[config.mk]
export PLATFORM = sky130hd
export DESIGN_NAME = vga_timing_gen
export DESIGN_NICKNAME = d
export VERILOG_FILES = /design/src/rtl/vga_timing_pkg.sv /design/src/rtl/vga_axis_counter.sv /design/src/rtl/vga_timing_gen.sv
export SDC_FILE = /design/constraint.sdc
export NUM_CORES = 1
export LEC_CHECK = 0
export CAP_MARGIN = 20
export CORE_MARGIN = 4
export CORE_UTILIZATION = 55
export CTS_CLUSTER_DIAMETER = 200
export DETAILED_ROUTE_END_ITERATION = 8
export GPL_TIMING_DRIVEN = 0
export PLACE_DENSITY_LB_ADDON = 0.15
export RECOVER_POWER = 100
export SLEW_MARGIN = 15
export SYNTH_ARGS = -nofsm -noshare
export SYNTH_HDL_FRONTEND = slang
export SYNTH_HIERARCHICAL = 1
export SYNTH_SLANG_ARGS = --single-unit
export TNS_END_PERCENT = 1
[constraint.sdc]
create_clock -name vga_clk -period 3.65 [get_ports vga_clk]
set_input_delay 0.365 -clock vga_clk [delete_from_list [all_inputs] [get_ports vga_clk]]
set_output_delay 0.365 -clock vga_clk [all_outputs]
set_load 0.03 [all_outputs]
[src/rtl/vga_timing_pkg.sv]
// rtl/vga_timing_pkg.sv - video mode constant sets and counter widths for vga_timing_gen
package vga_timing_pkg;

  localparam int X_W = 11;  // horizontal counter width, covers H_Total <= 2048
  localparam int Y_W = 10;  // vertical counter width, covers V_Total <= 1024
  localparam int F_W = 8;   // frame counter width

  typedef struct packed {
    int h_total;
    int h_sync;
    int hde_start;
    int hde_end;
    int v_total;
    int v_sync;
    int vde_start;
    int vde_end;
  } vga_mode_t;

  localparam vga_mode_t MODE_DEFAULT   = '{1650, 40, 270, 1270, 800, 5, 34, 784};
  localparam vga_mode_t MODE_800X600_72 = '{1040, 120, 184, 984, 666, 6, 29, 629};
  localparam vga_mode_t MODE_640X480_60 = '{800, 96, 144, 784, 525, 2, 35, 515};

endpackage

[src/rtl/vga_axis_counter.sv]
// rtl/vga_axis_counter.sv - one raster axis: position counter, wrap flag, sync/de decode
// Ports:
//   clk_i, rst_n_i : clock, asynchronous active-low reset
//   en_i           : pixel enable; all registers hold when 0
//   inc_i          : advance the count on this enabled edge
//   cnt_o          : current position
//   wrap_o         : position is TOTAL-1 (combinational, from the count register)
//   sync_o         : registered sync level, active at SYNC_POL while position < SYNC
//   de_o, zero_o   : registered window / position==0 flags
//   de_nxt_o, zero_nxt_o : the same decodes for the next-state position (for the top to combine)
import vga_timing_pkg::*;

module vga_axis_counter #(
  parameter int   TOTAL    = 1650,
  parameter int   SYNC     = 40,
  parameter int   DE_START = 270,
  parameter int   DE_END   = 1270,
  parameter int   W        = 11,
  parameter logic SYNC_POL = 1'b0
) (
  input  logic         clk_i,
  input  logic         rst_n_i,
  input  logic         en_i,
  input  logic         inc_i,
  output logic [W-1:0] cnt_o,
  output logic         wrap_o,
  output logic         sync_o,
  output logic         de_o,
  output logic         zero_o,
  output logic         de_nxt_o,
  output logic         zero_nxt_o
);

  localparam logic [W-1:0] LAST = W'(TOTAL - 1);
  // One extra bit so that DE_END == TOTAL == 2**W is still representable.
  localparam logic [W:0] SYNC_C  = (W+1)'(SYNC);
  localparam logic [W:0] DS_C    = (W+1)'(DE_START);
  localparam logic [W:0] DE_C    = (W+1)'(DE_END);

  logic [W-1:0] cnt_q, cnt_d;
  logic         sync_q, de_q, zero_q;
  logic         wrap;
  logic         sync_nxt, de_nxt, zero_nxt;

  always_comb begin
    wrap  = (cnt_q == LAST);
    cnt_d = cnt_q;
    if (inc_i) begin
      cnt_d = wrap ? '0 : cnt_q + 1'b1;
    end
    // Decodes look at the next-state count so they land on the same edge as it.
    sync_nxt = ({1'b0, cnt_d} < SYNC_C);
    de_nxt   = ({1'b0, cnt_d} >= DS_C) && ({1'b0, cnt_d} < DE_C);
    zero_nxt = (cnt_d == '0);
  end

  always_ff @(posedge clk_i or negedge rst_n_i) begin
    if (!rst_n_i) begin
      cnt_q  <= '0;
      sync_q <= ~SYNC_POL;
      de_q   <= 1'b0;
      zero_q <= 1'b0;
    end else if (en_i) begin
      cnt_q  <= cnt_d;
      sync_q <= sync_nxt ? SYNC_POL : ~SYNC_POL;
      de_q   <= de_nxt;
      zero_q <= zero_nxt;
    end
  end

  assign cnt_o      = cnt_q;
  assign wrap_o     = wrap;
  assign sync_o     = sync_q;
  assign de_o       = de_q;
  assign zero_o     = zero_q;
  assign de_nxt_o   = de_nxt;
  assign zero_nxt_o = zero_nxt;

endmodule

[src/rtl/vga_timing_gen.sv]
// rtl/vga_timing_gen.sv - raster timing generator: position, sync, display enable, frame count
// Ports:
//   vga_clk, rst_n, ce : pixel clock, async active-low reset, pixel enable
//   x_cnt, y_cnt       : raster position
//   hsync, vsync       : sync pulses at HS_POL / VS_POL
//   hsync_de, vsync_de, de : active-window flags
//   line_start, frame_start : one-ce-cycle pulses at x==0 / x==0,y==0
//   frame_cnt          : completed frames mod 256
// All outputs are registers updated on the same enabled edge.
module vga_timing_gen
  import vga_timing_pkg::*;
#(
  parameter int   H_Total   = MODE_DEFAULT.h_total,
  parameter int   H_Sync    = MODE_DEFAULT.h_sync,
  parameter int   Hde_start = MODE_DEFAULT.hde_start,
  parameter int   Hde_end   = MODE_DEFAULT.hde_end,
  parameter int   V_Total   = MODE_DEFAULT.v_total,
  parameter int   V_Sync    = MODE_DEFAULT.v_sync,
  parameter int   Vde_start = MODE_DEFAULT.vde_start,
  parameter int   Vde_end   = MODE_DEFAULT.vde_end,
  parameter logic HS_POL    = 1'b0,
  parameter logic VS_POL    = 1'b0
) (
  input  logic           vga_clk,
  input  logic           rst_n,
  input  logic           ce,
  output logic [X_W-1:0] x_cnt,
  output logic [Y_W-1:0] y_cnt,
  output logic           hsync,
  output logic           vsync,
  output logic           hsync_de,
  output logic           vsync_de,
  output logic           de,
  output logic           line_start,
  output logic           frame_start,
  output logic [F_W-1:0] frame_cnt
);

  if (!(H_Sync < Hde_start && Hde_start < Hde_end && Hde_end <= H_Total && H_Total <= 2048))
  begin : g_h_illegal
    $error("vga_timing_gen: illegal horizontal timing parameters");
  end
  if (!(V_Sync < Vde_start && Vde_start < Vde_end && Vde_end <= V_Total && V_Total <= 1024))
  begin : g_v_illegal
    $error("vga_timing_gen: illegal vertical timing parameters");
  end

  logic h_wrap, v_wrap;
  logic h_de_nxt, v_de_nxt, h_zero_nxt, v_zero_nxt;
  logic h_zero, v_zero;

  vga_axis_counter #(
    .TOTAL(H_Total), .SYNC(H_Sync), .DE_START(Hde_start), .DE_END(Hde_end),
    .W(X_W), .SYNC_POL(HS_POL)
  ) u_h (
    .clk_i(vga_clk), .rst_n_i(rst_n), .en_i(ce), .inc_i(ce),
    .cnt_o(x_cnt), .wrap_o(h_wrap), .sync_o(hsync), .de_o(hsync_de),
    .zero_o(h_zero), .de_nxt_o(h_de_nxt), .zero_nxt_o(h_zero_nxt)
  );

  // Vertical decode registers refresh on every ce edge (not only at line wrap)
  // so that the first edge after reset already shows the y=0 decodes.
  vga_axis_counter #(
    .TOTAL(V_Total), .SYNC(V_Sync), .DE_START(Vde_start), .DE_END(Vde_end),
    .W(Y_W), .SYNC_POL(VS_POL)
  ) u_v (
    .clk_i(vga_clk), .rst_n_i(rst_n), .en_i(ce), .inc_i(ce & h_wrap),
    .cnt_o(y_cnt), .wrap_o(v_wrap), .sync_o(vsync), .de_o(vsync_de),
    .zero_o(v_zero), .de_nxt_o(v_de_nxt), .zero_nxt_o(v_zero_nxt)
  );

  logic           de_q, frame_start_q;
  logic [F_W-1:0] frame_cnt_q, frame_cnt_d;

  always_comb begin
    frame_cnt_d = frame_cnt_q;
    if (ce && h_wrap && v_wrap) begin
      frame_cnt_d = frame_cnt_q + 1'b1;
    end
  end

  always_ff @(posedge vga_clk or negedge rst_n) begin
    if (!rst_n) begin
      de_q          <= 1'b0;
      frame_start_q <= 1'b0;
      frame_cnt_q   <= '0;
    end else if (ce) begin
      de_q          <= h_de_nxt & v_de_nxt;
      frame_start_q <= h_zero_nxt & v_zero_nxt;
      frame_cnt_q   <= frame_cnt_d;
    end
  end

  assign de          = de_q;
  assign line_start  = h_zero;
  assign frame_start = frame_start_q;
  assign frame_cnt   = frame_cnt_q;

  logic unused_v_zero;
  assign unused_v_zero = v_zero;

endmodule

==> results.yml, run 1 <==
critical_path:
  worst-setup-path-type: "register to register"
  cp.buffers_inverters: 2
  critPathMaxStageDelay_ns: 0.53
  crit_family: "simple AND/OR/NAND/NOR gates"
  start_kind: "register"
  cp_max_fo: 11
  r2r_cells: 13
  end_kind: "register"
  path_depth: 13
  r2r_slack_ns: 0.29
  cp.arrival_ns: 3.56
  cp.required_ns: 3.85
  cp_cell_sequence: "ha_1 > nor3b_1 > nand3_2 > inv_2 > and2_2 > buf_4 > nand2_1 > nor2_1 > a41oi_1 > a2111oi_2 > nor3b_2 > nand3_1 > o21ai_0"
  slowest_stage: "dfrtp_1"
global_routing:
  overflow: 0
  grt_usage_pct: 23.15
  grt_max_degree: 21
  grt-busiest-layer: "met2"
  grt_use_met3_pct: 4.358
  grt_antenna_before_repair: 0
  met1_usage_pct: 29.69
  grt_pass1_vias: 2434
  grt_pass1_wl_mm: 11.52
  grt_util_met2_pct: 38.96
drt:
  wl_per_cell_um: 15.68
  vias: 2525
  drtPass1Iterations: 4
  ant_nets: 0
  routed_wl_mm: 6.711
  drc: 0
  drt_iter0_markers: 200
  vias_per_cell: 5.900
timing:
  slew_viol_final: 0
  finalSetupViolCount: 0
  post-route-period-util_pct: 92.16
  rsz0062_at_grt: "false"
  period_needed_ns: 3.364
  hold_viol: 0
  relSlewSlack_pct: 34.46
  setup_tns_ns: 0
  skew_ns: 0.01254
  worst_pin_slew_ns: 0.9831
  clock.fmax_mhz: 297.3
cts:
  cts_buffers: 5
  cts_root_buffer: "clkbuf_8"
  cts_setup_buffers: 0
  cts_hold_buf: 0
  cts_resized: 0
  clock_sinks: 36
  cts.clk_slew.worst_paths_ns: 0.08
  clk_latency_ns: 0.29
  cts_tree: "yes"
  cts_max_level: 2
  cts_buffer_depth: 2
synthesis:
  synth_area_mm2: 0.002745
  syn_inst: 314
  syn_avg_cell_area_um2: 8.742
  ys_warn_count: 6
  synth_nets: 321
floorplan:
  initial_core_util_pct: 57.36
  die_area_mm2: 0.006186
  pin_count: 39
  die_w_um: 78.65
  die_h_um: 78.65
  core_mm2: 0.004786
  rows: 25
power:
  powerDensity_mw_per_mm2: 363.2
  finalPower_mw: 1.188
  vdd_drop_max_mv: 0.3206
  p_leak_nw: 1.485
place:
  port_buffers: 38
  hpwl_mm: 4.782
  gp_congestion: 0.8550
run:
  drv_cap: 0
layout:
  drive_above_1_share_pct: 16.62
  diodes: 0
  area_delta_synth_final_pct: 19.14
  nets: 367
worst_hold_path:
  worst_hold_path_type: "input port to async pin"
run_status:
  status: "completed"
## where the power goes
part           internal (mW)  switching, mW
clock network          0.151          0.153
logic                  0.164          0.239
registers              0.435         0.0475
## state kept, by name, indices dropped and copies added, names as in the netlist
signal and flops:
de 1, u_v/cnt_o 10, frame_start 1, u_v/sync_o 1
u_h/sync_o 1, u_v/de_o 1, u_h/cnt_o 11, u_h/zero_o 1
frame_cnt 8, u_h/de_o 1
## metal layers
layer  wire (um)  share of wire, %
met5           0                 0
met2        3297                49
met4         120               1.8
met1        3080                46
met3         213               3.2
## layout by cell type (no fill, tap or decap), types with 7 or more instances in the layout
cell and instances:
buf_2 10, clkbuf_1 10, dfrtp_1 34, dlygate4sd3_1 37
inv_1 7, nand2_1 36, nand3_1 15, nand4_1 8
nor2_1 16, nor3_1 11, o21ai_0 16, o31ai_1 8
xnor2_1 18
## final timing paths
| kind | from | endpoint |
|---|---|---|
| setup reg to reg | u_h/cnt_o[0] | frame_start |
| min in group vga_clk | frame_cnt[7] | frame_cnt[7] |
| hold reg to reg | frame_cnt[7] | frame_cnt[7] |
| setup / recovery | u_h/cnt_o[0] | frame_start |
| hold / removal | rst_n | u_v/cnt_o[9] |
| max in group asynchronous | rst_n | u_h/cnt_o[2] |
## per-stage QoR
| stage | hold WS [ns] | area [um2] | instances | worst slack [ns] | utilization [%] |
|---|---|---|---|---|---|
| 2_1_floorplan | 0.06941 | 2745 | 314 | 0.7152 | - |
| 3_3_place_gp | 0.4553 | 3209 | 419 | 0.2096 | 67.06 |
| 3_5_place_dp | 0.3485 | 3232 | 420 | 0.1995 | 67.53 |
| 4_1_cts | 0.02958 | 3324 | 428 | 0.2854 | 69.46 |
| 5_1_grt | 0.3009 | 3271 | 428 | 0.03057 | 68.34 |
| 6_report | 0.2006 | 3271 | 428 | 0.2862 | 68.34 |
## final cells by class
class / instances / area, um2
buffer: 27 / 162.7
clock buffer: 6 / 82.58
clock inverter: 2 / 10.01
fill: 417 / 1515
inverter: 9 / 33.78
multi-input combinational: 242 / 1617
sequential: 36 / 903.4
tap: 67 / 83.83
timing repair buffer: 39 / 377.9
Note: power is estimated with default switching activity, not from simulation.
==> run 2: changes to the inputs <==
Settings changed: CORE_UTILIZATION 55 to 45, GPL_ROUTABILITY_DRIVEN from default to 0, MAX_ROUTING_LAYER from default to met4.
==> results.yml, run 2 (synthesized netlist as in run 1, its figures left out) <==
layout:
  nets: 367
  instances_no_fill: 436
  mostFrequentLayoutCell: "dlygate4sd3_1"
  final_cell_mix: "dlygate4sd3_1 (37), nand2_1 (36), dfrtp_1 (34), xnor2_1 (18)"
  area_delta_synth_final_pct: 19.96
  diodes: 0
  final_util_pct: 55.62
  largest_reg_flops: 11
  drive_above_1_share_pct: 16.34
global_routing:
  grt_antenna_before_repair: 0
  grt_pass1_wl_mm: 11.77
  grt_max_degree: 22
  overflow: 0
  grt_pass1_vias: 2464
  grt_usage_pct: 20.02
drt:
  vias: 2486
  routed_wl_mm: 6.678
  routedLengthMet1_mm: 3.105
  vias_per_cell: 5.702
  wl_met2_mm: 3.325
  wl_per_cell_um: 15.32
  drt_iter0_markers: 145
  drc: 0
  highest-signal-layer: "met4"
  ant_nets: 0
  drtPass1Iterations: 4
  met3_length_um: 200
power:
  finalPower_mw: 1.230
  p_leak_nw: 1.488
  vdd_drop_max_mv: 0.2441
  powerDensity_mw_per_mm2: 373.4
cts:
  cts_max_level: 2
  cts_root_buffer: "clkbuf_8"
  cts_setup_buffers: 0
  clk_latency_ns: 0.29
  cts.clk_slew.worst_paths_ns: 0.08
  cts_tree: "yes"
  cts_resized: 0
  cts_buffers: 5
  cts_hold_buf: 0
  cts_buffer_depth: 2
  clock_sinks: 36
timing:
  rsz0062_at_grt: "false"
  post-route-period-util_pct: 91.73
  setup_tns_ns: 0
  clock.fmax_mhz: 298.7
  finalSetupViolCount: 0
  worst_pin_slew_ns: 1.150
  skew_ns: 0.008799
  relSlewSlack_pct: 23.35
  hold_viol: 0
  slew_viol_final: 0
  period_needed_ns: 3.348
critical_path:
  cp.required_ns: 3.84
  slowest_stage: "dfrtp_1"
  r2r_slack_ns: 0.30
  cp_max_fo: 11
  r2r-end: "frame_start"
  start_kind: "register"
  cp.arrival_ns: 3.54
  cp_cell_sequence: "ha_1 > nor3b_1 > nand3_2 > inv_2 > and2_2 > buf_4 > nand2_1 > nor2_1 > a41oi_1 > a2111oi_2 > nor3b_2 > nand3_1 > o21ai_0"
  r2r_cells: 13
  end_kind: "register"
  critPathMaxStageDelay_ns: 0.52
  reg2reg_from: "u_h/cnt_o[0]"
  worst-setup-path-type: "register to register"
floorplan:
  pin_count: 39
  initial_core_util_pct: 46.37
  die_area_mm2: 0.007414
  die_h_um: 86.11
  core_mm2: 0.005921
  die_w_um: 86.11
  rows: 28
run_status:
  status: "completed"
place:
  dp_cells: 428
  port_buffers: 38
  hpwl_mm: 4.893
run:
  drv_cap: 0
worst_hold_path:
  worst_hold_path_type: "input port to async pin"
==> run 2: cell types whose count changed in the layout (fill, tap and decap cells not counted) <==
cell,previous run,this run
clkbuf_8,6,5
clkinv_2,2,1
nor4_2,2,1
and2_1,2,3
and2_0,2,1
bufinv_16,0,1
nor4_1,3,4
clkinvlp_4,0,1
==> run 2: layout make-up <==
class	count	area (um2)
inverters	9	33.78
multi-input cells	242	1610
clock buffers	5	68.82
repair buffers	39	377.9
fillers	576	2628
well taps	75	93.84
plain buffers	27	162.7
clock inverters	3	42.54
flip-flops and latches	36	903.4
==> run 2: routing by layer <==
metal  GRT usage [%]  up-vias
met4           5.899        0
met1           25.52     1197
met5               -        -
met2           32.87       45
met3           2.978        4
li1                -     1240
==> run 2: worst max path at each step <==
stage / startpoint / end / cells past startpoint
after CTS: u_h/cnt_o[0] / frame_start / 13
after global placement: ce / frame_start / 10
after floorplan: u_h/cnt_o[0] / frame_start / 14
final: u_h/cnt_o[0] / frame_start / 13
after detailed placement: ce / frame_start / 10
after global routing: u_h/cnt_o[0] / frame_start / 13
==> run 2: report_power, final <==
part           switching [mW]  leakage (nW)  internal, mW
clock                   0.152        0.0541         0.202
sequential             0.0454         0.483         0.435
combinational           0.232         0.951         0.163
==> run 2: per-stage QoR <==
stage          cell area, um2  hold slack (ns)  setup slack [ns]
2_1_floorplan            2745          0.06941            0.7152
3_3_place_gp             3219           0.4607            0.1537
3_5_place_dp             3242           0.3284            0.1419
4_1_cts                  3353         0.009362            0.2799
5_1_grt                  3293           0.2184           0.06404
6_report                 3293           0.1606            0.3017
==> run 2: critical path: cells and delay by family (launching register included) <==
family          cells  cell delay [ns]
fa+ha+maj           1             0.21
simple gates        7             1.28
buf+inv             2             0.31
compound gates      3             0.93
flops               1             0.52
==> run 3: changes to the inputs <==
Settings changed: REMOVE_ABC_BUFFERS from default to 1.
==> results.yml, run 3 (synthesized netlist as in run 1, its figures left out) <==
layout:
  drive_above_1_share_pct: 11.68
  num-fill-cells: 581
  instances_no_fill: 409
  final_cell_mix: "nand2_1 (36), dlygate4sd3_1 (36), dfrtp_1 (34), xnor2_1 (18)"
  diodes: 0
  largest_reg_flops: 11
  nets: 340
  area_delta_synth_final_pct: 12.76
  finalInstanceArea_mm2: 0.003095
critical_path:
  cp.arrival_ns: 3.55
  cp_max_fo: 11
  cp_cell_sequence: "ha_1 > nor3b_1 > nand3_2 > inv_2 > and2_2 > and3_1 > xnor2_1 > a41oi_1 > a2111oi_2 > nor3b_2 > nand3_1 > o21ai_0"
  end_kind: "register"
  critPathMaxStageDelay_ns: 0.51
  crit_family: "simple AND/OR/NAND/NOR gates"
  worst-setup-path-type: "register to register"
  cp.required_ns: 3.86
  cp.buffers_inverters: 1
  start_kind: "register"
  slowest_stage: "dfrtp_1"
cts:
  cts_root_buffer: "clkbuf_8"
  clock_sinks: 36
  cts_hold_buf: 0
  cts_max_level: 2
  cts_buffers: 5
  clk_latency_ns: 0.29
  cts_setup_buffers: 0
  cts_resized: 0
  cts_tree: "yes"
  cts_buffer_depth: 2
  cts.clk_slew.worst_paths_ns: 0.08
power:
  internal_power_uw: 706.2
  p_seq_share_pct: 45.9
  pwr-share-comb_pct: 28.8
  p_leak_nw: 1.364
  vdd_drop_max_mv: 0.3245
  powerDensity_mw_per_mm2: 363.6
  p_sw_uw: 419.3
  swShare_pct: 37.25
  clkPwrFrac_pct: 25.3
  finalPower_mw: 1.125
global_routing:
  grt_pass1_vias: 2328
  met1_usage_pct: 23.84
  grt_use_met3_pct: 3.458
  grt_max_degree: 48
  grt_pass1_wl_mm: 11.10
  grt-busiest-layer: "met2"
  overflow: 0
  grt_antenna_before_repair: 0
  grt_usage_pct: 18.88
  grt_util_met2_pct: 30.41
floorplan:
  initial_core_util_pct: 46.37
  core_mm2: 0.005921
  rows: 28
  pin_count: 39
  die_area_mm2: 0.007414
  die_h_um: 86.11
  die_w_um: 86.11
drt:
  ant_nets: 0
  drc: 0
  drt_iter0_markers: 121
  routed_wl_mm: 6.374
  vias_per_cell: 5.961
  wl_per_cell_um: 15.58
  vias: 2438
  drtPass1Iterations: 4
place:
  port_buffers: 38
  dpl_cell_area_mm2: 0.003072
  dp_cells: 401
  hpwl_mm: 4.374
run_status:
  status: "completed"
timing:
  fin_hold_ws_ns: 0.1937
  relSlewSlack_pct: 29.76
  slew_viol_final: 0
  worst_pin_slew_ns: 1.054
  skew_ns: 0.01212
  period_needed_ns: 3.344
  clock.fmax_mhz: 299.1
  post-route-period-util_pct: 91.61
  rsz0062_at_grt: "false"
  hold_viol: 0
  finalSetupViolCount: 0
run:
  drv_cap: 0
worst_hold_path:
  worst_hold_path_type: "input port to async pin"
-- run 3: cell count changes in the layout (fill, tap and decap cells not counted), sizes merged --
cell / delta
clkinv: +2
clkbuf: -8
dlygate4sd3: -1
buf: -18
bufinv: -1
clkinvlp: -1
-- run 3: worst paths after layout --
| path | start | slack [ns] | cells after the start | to |
|---|---|---|---|---|
| min reg2reg | frame_cnt[7] | 0.46 | 1 | frame_cnt[7] |
| max in group asynchronous | rst_n | 1.97 | 2 | u_h/cnt_o[8] |
| max reg2reg | u_h/cnt_o[0] | 0.31 | 12 | frame_start |
| max | u_h/cnt_o[0] | 0.31 | 12 | frame_start |
| min | rst_n | 0.19 | 1 | u_v/cnt_o[9] |
| min in group vga_clk | frame_cnt[7] | 0.46 | 1 | frame_cnt[7] |
-- run 3: per-stage QoR --
step | TNS (ns) | setup WS, ns | utilization, %
2_1_floorplan | 0 | 0.7035 | -
3_3_place_gp | -1.466 | -0.5596 | 51.59
3_5_place_dp | 0 | 0.3211 | 51.88
4_1_cts | 0 | 0.2851 | 53.36
5_1_grt | 0 | 0.04076 | 52.28
6_report | 0 | 0.3061 | 52.28
-- run 3: cell type report --
type	instances	area [um2]	area share, %
flip-flops and latches	36	903.4	29.18
repair buffers	39	372.9	12.05
clock buffers	5	68.82	2.223
clock inverters	3	18.77	0.6063
multi-input cells	242	1604	51.82
well taps	75	93.84	3.032
inverters	9	33.78	1.091
-- run 3: worst reg2reg max path: stages, from the launching register on --
cell	delay, ns
dfrtp_1	0.51
ha_1	0.20
nor3b_1	0.25
nand3_2	0.15
inv_2	0.17
and2_2	0.26
and3_1	0.38
xnor2_1	0.16
a41oi_1	0.21
a2111oi_2	0.51
nor3b_2	0.26
nand3_1	0.09
o21ai_0	0.11
-- run 3: layer usage --
metal,wire (um),part of all wire (%)
met1,2933,46
met2,3119,49
met3,225,3.5
met4,95,1.5
met5,0,0
-- run 3: power groups by stage --
stage | Clock (mW) | Combinational [mW] | Sequential (mW)
after floorplan | 0 | 0.155 | 0.571
after global placement | 0 | 0.335 | 0.529
after detailed placement | 0 | 0.341 | 0.527
after CTS | 0.299 | 0.343 | 0.519
after global routing | 0.315 | 0.351 | 0.530
final | 0.285 | 0.324 | 0.516
